$ cat config.mk
export PLATFORM = sky130hd
export DESIGN_NAME = simd_instruction_loader
export DESIGN_NICKNAME = d
export VERILOG_FILES = /design/src/rtl/simd_instruction_loader.sv
export SDC_FILE = /design/constraint.sdc
export NUM_CORES = 1
export LEC_CHECK = 0
export ABC_AREA = 1
export BUFFER_PORTS_ARGS = -buffer_cell sky130_fd_sc_hd__buf_2
export CAP_MARGIN = 0
export CORE_MARGIN = 3
export CORE_UTILIZATION = 50
export CTS_CLUSTER_DIAMETER = 80
export DETAILED_ROUTE_END_ITERATION = 10
export PLACE_DENSITY_LB_ADDON = 0.25
export SLEW_MARGIN = 10
export SYNTH_ARGS = -nofsm -noshare
export SYNTH_HDL_FRONTEND = slang
export SYNTH_SLANG_ARGS = --single-unit
$ cat constraint.sdc
create_clock -name clk -period 2.4 [get_ports clk]
set_input_delay 0.24 -clock clk [delete_from_list [all_inputs] [get_ports clk]]
set_output_delay 0.24 -clock clk [all_outputs]
set_load 0.01 [all_outputs]
$ cat src/rtl/simd_instruction_loader.sv
// SIMD instruction loader: writes the instruction stream into IMEM and keeps the group start-address table.
// Optional define SIMD_LOADER_RD_CHECK_EN makes table reads of groups that are not fully loaded return rd_v=0.
module simd_instruction_loader #(
    parameter int OPCODE_BITS       = 4,
    parameter int FUNCTION_BITS     = 4,
    parameter int NS_ID_BITS        = 3,
    parameter int INSTRUCTION_WIDTH = 32,
    parameter int GROUP_ID_W        = 4,
    parameter int MAX_NUM_GROUPS    = 1 << GROUP_ID_W,
    parameter int IMEM_ADDR_WIDTH   = 10
) (
    input  logic                         clk,
    input  logic                         reset,
    input  logic                         clear,
    input  logic [INSTRUCTION_WIDTH-1:0] inst_in,
    input  logic                         inst_in_v,
    output logic                         inst_in_ready,
    output logic                         imem_wr_req,
    output logic [IMEM_ADDR_WIDTH-1:0]   imem_wr_addr,
    output logic [INSTRUCTION_WIDTH-1:0] imem_wr_data,
    input  logic                         group_buf_rd_req,
    input  logic [GROUP_ID_W-1:0]        group_buf_rd_addr,
    output logic [IMEM_ADDR_WIDTH-1:0]   group_buf_rd_data,
    output logic                         group_buf_rd_v,
    output logic [MAX_NUM_GROUPS-1:0]    group_valid,
    output logic                         group_loaded,
    output logic [GROUP_ID_W-1:0]        loaded_group_id,
    output logic [2:0]                   err
);

    localparam int OPC_LSB = INSTRUCTION_WIDTH - OPCODE_BITS;
    localparam int FN_LSB  = OPC_LSB - FUNCTION_BITS;
    localparam int NS_LSB  = FN_LSB - NS_ID_BITS;

    typedef enum logic [1:0] {
        IDLE,
        IN_GROUP,
        FULL
    } state_t;

    state_t                       state_q, state_d;
    logic [IMEM_ADDR_WIDTH-1:0]   wr_ptr_q, wr_ptr_d;
    logic [GROUP_ID_W-1:0]        cur_id_q, cur_id_d;
    logic [MAX_NUM_GROUPS-1:0]    valid_q, valid_d;
    logic [2:0]                   err_q, err_d;
    logic                         loaded_q, loaded_d;
    logic [GROUP_ID_W-1:0]        loaded_id_q, loaded_id_d;
    logic                         wr_req_q;
    logic [IMEM_ADDR_WIDTH-1:0]   wr_addr_q;
    logic [INSTRUCTION_WIDTH-1:0] wr_data_q;
    logic                         rd_v_q;
    logic [IMEM_ADDR_WIDTH-1:0]   rd_data_q;
    logic [IMEM_ADDR_WIDTH-1:0]   grp_tbl_q [MAX_NUM_GROUPS];

    logic                  is_gs, is_ge;
    logic [GROUP_ID_W-1:0] inst_id;
    logic                  wr_en;
    logic                  tbl_we;
    logic [GROUP_ID_W-1:0] tbl_wa;
    logic                  rd_ok;
    logic [IMEM_ADDR_WIDTH-1:0] rd_value;

    assign is_gs   = (inst_in[INSTRUCTION_WIDTH-1:OPC_LSB] == OPCODE_BITS'(10)) &&
                     (inst_in[FN_LSB+3:FN_LSB+2] == 2'b10);
    assign is_ge   = (inst_in[INSTRUCTION_WIDTH-1:OPC_LSB] == OPCODE_BITS'(10)) &&
                     (inst_in[FN_LSB+3:FN_LSB+2] == 2'b11);
    assign inst_id = {inst_in[FN_LSB+1:FN_LSB], inst_in[NS_LSB+2:NS_LSB+1]};

    // A group start always records its address and invalidates the id, whether or not a group was open.
    always_comb begin
        state_d     = state_q;
        wr_ptr_d    = wr_ptr_q;
        cur_id_d    = cur_id_q;
        valid_d     = valid_q;
        err_d       = err_q;
        loaded_d    = 1'b0;
        loaded_id_d = loaded_id_q;
        wr_en       = 1'b0;
        tbl_we      = 1'b0;
        tbl_wa      = inst_id;
        if (inst_in_v) begin
            case (state_q)
                IDLE: begin
                    if (is_gs) begin
                        wr_en            = 1'b1;
                        tbl_we           = 1'b1;
                        cur_id_d         = inst_id;
                        valid_d[inst_id] = 1'b0;
                        state_d          = IN_GROUP;
                    end else begin
                        err_d[0] = 1'b1;
                    end
                end
                IN_GROUP: begin
                    wr_en = 1'b1;
                    if (is_gs) begin
                        err_d[1]         = 1'b1;
                        tbl_we           = 1'b1;
                        cur_id_d         = inst_id;
                        valid_d[inst_id] = 1'b0;
                    end else if (is_ge) begin
                        valid_d[cur_id_q] = 1'b1;
                        loaded_d          = 1'b1;
                        loaded_id_d       = cur_id_q;
                        state_d           = IDLE;
                    end
                end
                FULL:    err_d[2] = 1'b1;
                default: ;
            endcase
        end
        if (wr_en) begin
            if (wr_ptr_q == '1) begin
                state_d = FULL;
            end else begin
                wr_ptr_d = wr_ptr_q + 1'b1;
            end
        end
    end

    // A read of the entry being written this cycle returns the new start address.
    always_comb begin
        rd_value = grp_tbl_q[group_buf_rd_addr];
        if (tbl_we && (tbl_wa == group_buf_rd_addr)) begin
            rd_value = wr_ptr_q;
        end
`ifdef SIMD_LOADER_RD_CHECK_EN
        rd_ok = group_buf_rd_req && valid_d[group_buf_rd_addr];
`else
        rd_ok = group_buf_rd_req;
`endif
    end

    always_ff @(posedge clk) begin
        if (reset || clear) begin
            state_q     <= IDLE;
            wr_ptr_q    <= '0;
            cur_id_q    <= '0;
            valid_q     <= '0;
            err_q       <= '0;
            loaded_q    <= 1'b0;
            loaded_id_q <= '0;
            wr_req_q    <= 1'b0;
            wr_addr_q   <= '0;
            wr_data_q   <= '0;
            rd_v_q      <= 1'b0;
            rd_data_q   <= '0;
            for (int i = 0; i < MAX_NUM_GROUPS; i++) begin
                grp_tbl_q[i] <= '0;
            end
        end else begin
            state_q     <= state_d;
            wr_ptr_q    <= wr_ptr_d;
            cur_id_q    <= cur_id_d;
            valid_q     <= valid_d;
            err_q       <= err_d;
            loaded_q    <= loaded_d;
            loaded_id_q <= loaded_id_d;
            wr_req_q    <= wr_en;
            if (wr_en) begin
                wr_addr_q <= wr_ptr_q;
                wr_data_q <= inst_in;
            end
            if (tbl_we) begin
                grp_tbl_q[tbl_wa] <= wr_ptr_q;
            end
            rd_v_q <= rd_ok;
            if (rd_ok) begin
                rd_data_q <= rd_value;
            end
        end
    end

    assign inst_in_ready     = (state_q != FULL);
    assign imem_wr_req       = wr_req_q;
    assign imem_wr_addr      = wr_addr_q;
    assign imem_wr_data      = wr_data_q;
    assign group_buf_rd_data = rd_data_q;
    assign group_buf_rd_v    = rd_v_q;
    assign group_valid       = valid_q;
    assign group_loaded      = loaded_q;
    assign loaded_group_id   = loaded_id_q;
    assign err               = err_q;

endmodule

==> results by group <==
Clock network
  • Reg clk slew, reported paths: approximately 60 ps
  • Clk Tree Root Cell: clkbuf_16
  • Clock sinks: approximately 250
  • Post-CTS Setup Bufs: 0
  • H-tree Lvls: 1
  • TritonCTS clock tree: built
  • Num CTS Buffers: 26
  • Worst-Skew Late Latency: approximately 530 ps
  • Cts repair resizes: 0
  • Post-CTS Hold Buffers: 25
  • Clock Path Buffers: 3

Timing
  • Final period util: between 80 and 90%
  • Sum of negative setup slack: 0 ps
  • Clock Skew: around 14 ps
  • Slew margin rel.: 47.0%
  • Fin. max-slew vios: 0
  • Fin crit period: around 2100 ps
  • Worst-Margin Slew: about 800 ps
  • Fin. Hold Viols: 0
  • RSZ-0062 raised after global routing: no
  • Final setup violation count: 0
  • F_max: 0.479 GHz

Layout
  • Commonest non-fill, non-tap cell in the layout: nand2_1
  • Fin nets: about 1.6k
  • Layout cell share with drive strength beyond 1: 15.4%
  • N_diodes: 0
  • Highest-count cells in the layout ignoring fill and taps: nand2_1, nor2_1, edfxtp_1, buf_2, nand3_1
  • Synth-to-layout area growth: 17.8%
  • Post-route cell area: 13600 µm²

Critical path
  • Critical Path Fanout Max: 26
  • Class of the most critical setup path: in -> reg
  • Worst Path Arrival: about 2300 ps
  • Data required time of the critical path: roughly 2600 ps
  • Crit path capture type: flop
  • Crit start category: input port

Detailed routing
  • Vias per inst: 5.53
  • DRC viols: 0
  • Routed WL: around 33000 µm
  • Number of DRC markers in iteration 0: 1123
  • Wirelength per Cell: 18.1 µm
  • Post-DRT Antenna Nets: 0
  • DR vias: approximately 10k
  • 1st-pass router iterations: 5

Floorplanning
  • Core area: around 22000 µm²
  • Die area: between 20000 and 25000 µm²
  • Die Wd: 158 µm
  • # rows: 54
  • Initial core utilization: around 52%
  • I/O pins: 120
  • Chip height: between 150 and 200 µm

Yosys
  • Seq cells post-synth: between 200 and 300
  • EDFF count, synth: 160
  • Top_reg_cell synth: edfxtp_1
  • Post-synth top area cell: edfxtp_1
  • Netlist Area Pre-Place: between 10000 and 15000 µm²
  • Seq/Total Area, Yosys: a little under 60%
  • Yosys top cell area share: about 42%
  • Syn_nets: ~1.4k
  • Number of synthesis warnings: 0
  • Yosys cell types: 36
  • Syn avg cell area: approximately 8.3 µm²
  • Post-synthesis cell count: roughly 1.4k
  • Ys async rst share: 0%
  • Synth area leaders: edfxtp_1, dfxtp_1, nand2_1

Status
  • Outcome: completed

Global routing
  • Initial antenna violation count: 0
  • GRT Total Usage: between 20% and 30%
  • Largest net degree at the start of global routing: between 80 and 90
  • First-pass GRT wire length: just over 50000 µm
  • Grt ovf: 0
  • Number of global-route vias before repair: just over 9k

Power
  • Leakage: 5.47 nW
  • Max VDD drop: 0.543 mV
  • Pwr Density: between 600 and 700 nW/µm²

Place
  • Port Buf Inserts: 119
  • Final Wtd Congestion: approximately 0.91
  • DPL Wire Length: roughly 21000 µm
  • DP Area: 12500 µm²

Worst hold path
  • Hold WC Path Type: in -> reg

Job
  • Max_cap viols: 0
-- sequential cells by signal, indices dropped and copies added (netlist names) --
signal             count
group_buf_rd_data     10
err                    3
state_q                2
wr_ptr_q              10
group_buf_rd_v         1
imem_wr_req            1
group_loaded           1
imem_wr_data          32
imem_wr_addr          10
group_valid           16
cur_id_q               4
loaded_group_id        4
grp_tbl_q            160
-- through the flow --
stage | instances | utilization (%) | power [mW] | setup WS (ps) | hold WS (ps)
2_1_floorplan | 1387 | - | 5.20 | 578 | 378
3_3_place_gp | 1739 | 56.0 | 5.41 | 404 | 445
3_5_place_dp | 1739 | 56.0 | 5.42 | 369 | 449
4_1_cts | 1812 | 61.1 | 9.47 | 347 | 3.47
5_1_grt | 1812 | 61.1 | 9.73 | 162 | 12.9
6_report | 1812 | 61.1 | 9.45 | 312 | 18.9
-- per-layer routing --
metal,track usage [%],up-vias,routed length (µm)
li1,-,4788,-
met1,35.2,4688,13100
met2,41.3,464,15700
met3,4.92,72,2910
met4,8.89,0,1170
met5,0,-,0
-- critical path: stages --
cell and delay [ps]:
dlygate4sd3_1 540, buf_2 150, inv_2 60, nand2_1 50, nor2_2 150, nand4_4 130
nor2_4 130, buf_12 190, nand3_2 200, nand2_1 410
-- where the power goes --
| part | internal (mW) | switching (mW) | leakage (nW) |
|---|---|---|---|
| Combinational | 0.184 | 0.405 | 2.49 |
| Sequential | 4.74 | 0.0336 | 2.54 |
| Clock | 2.43 | 1.65 | 0.439 |
| Total | 7.36 | 2.09 | 5.47 |
-- Yosys cell counts, types with 2 or more instances --
library cell,instances
nand2_1,375
inv_1,41
buf_6,4
edfxtp_1,160
clkbuf_1,47
o21ai_1,7
a31oi_1,2
nor2_2,5
buf_1,6
a21oi_1,66
xor2_1,2
nand3_2,5
dfxtp_1,94
nor3_2,2
nor2_4,2
o21ai_0,65
nor3_1,3
a211oi_1,16
inv_2,6
nand4_1,4
nand2_2,2
nand3_1,104
clkinv_1,6
buf_2,36
nor2_1,316
-- cell type report --
type | count | area (µm²)
clock inverter | 5 | 27.5
clock buffer | 43 | 858
tap | 280 | 350
inverter | 53 | 199
multi-input combinational | 986 | 4240
fill | 1901 | 8680
sequential | 254 | 6690
timing repair buffer | 191 | 1250
-- cells by family after synthesis --
kind of cell | share of synthesized area, %
AOI/OAI and AO/OA | 7.25
xor gates and xnor gates | 0.152
adders and majority gates | 0.108
buffers and inverters | 5.46
DFF | 57.9
and+or+nand+nor | 29.2
-- path summary, 6_finish.rpt --
path	start	endpoint	slack (ps)	cells after the start
max	inst_in[28]	grp_tbl_q[0][3]	310	10
min	inst_in[30]	imem_wr_data[30]	20	3
max reg2reg	state_q[1]	grp_tbl_q[0][3]	410	6
min reg2reg	imem_wr_data[2]	imem_wr_data[2]	460	2
Power figures use the tool's default switching activity.
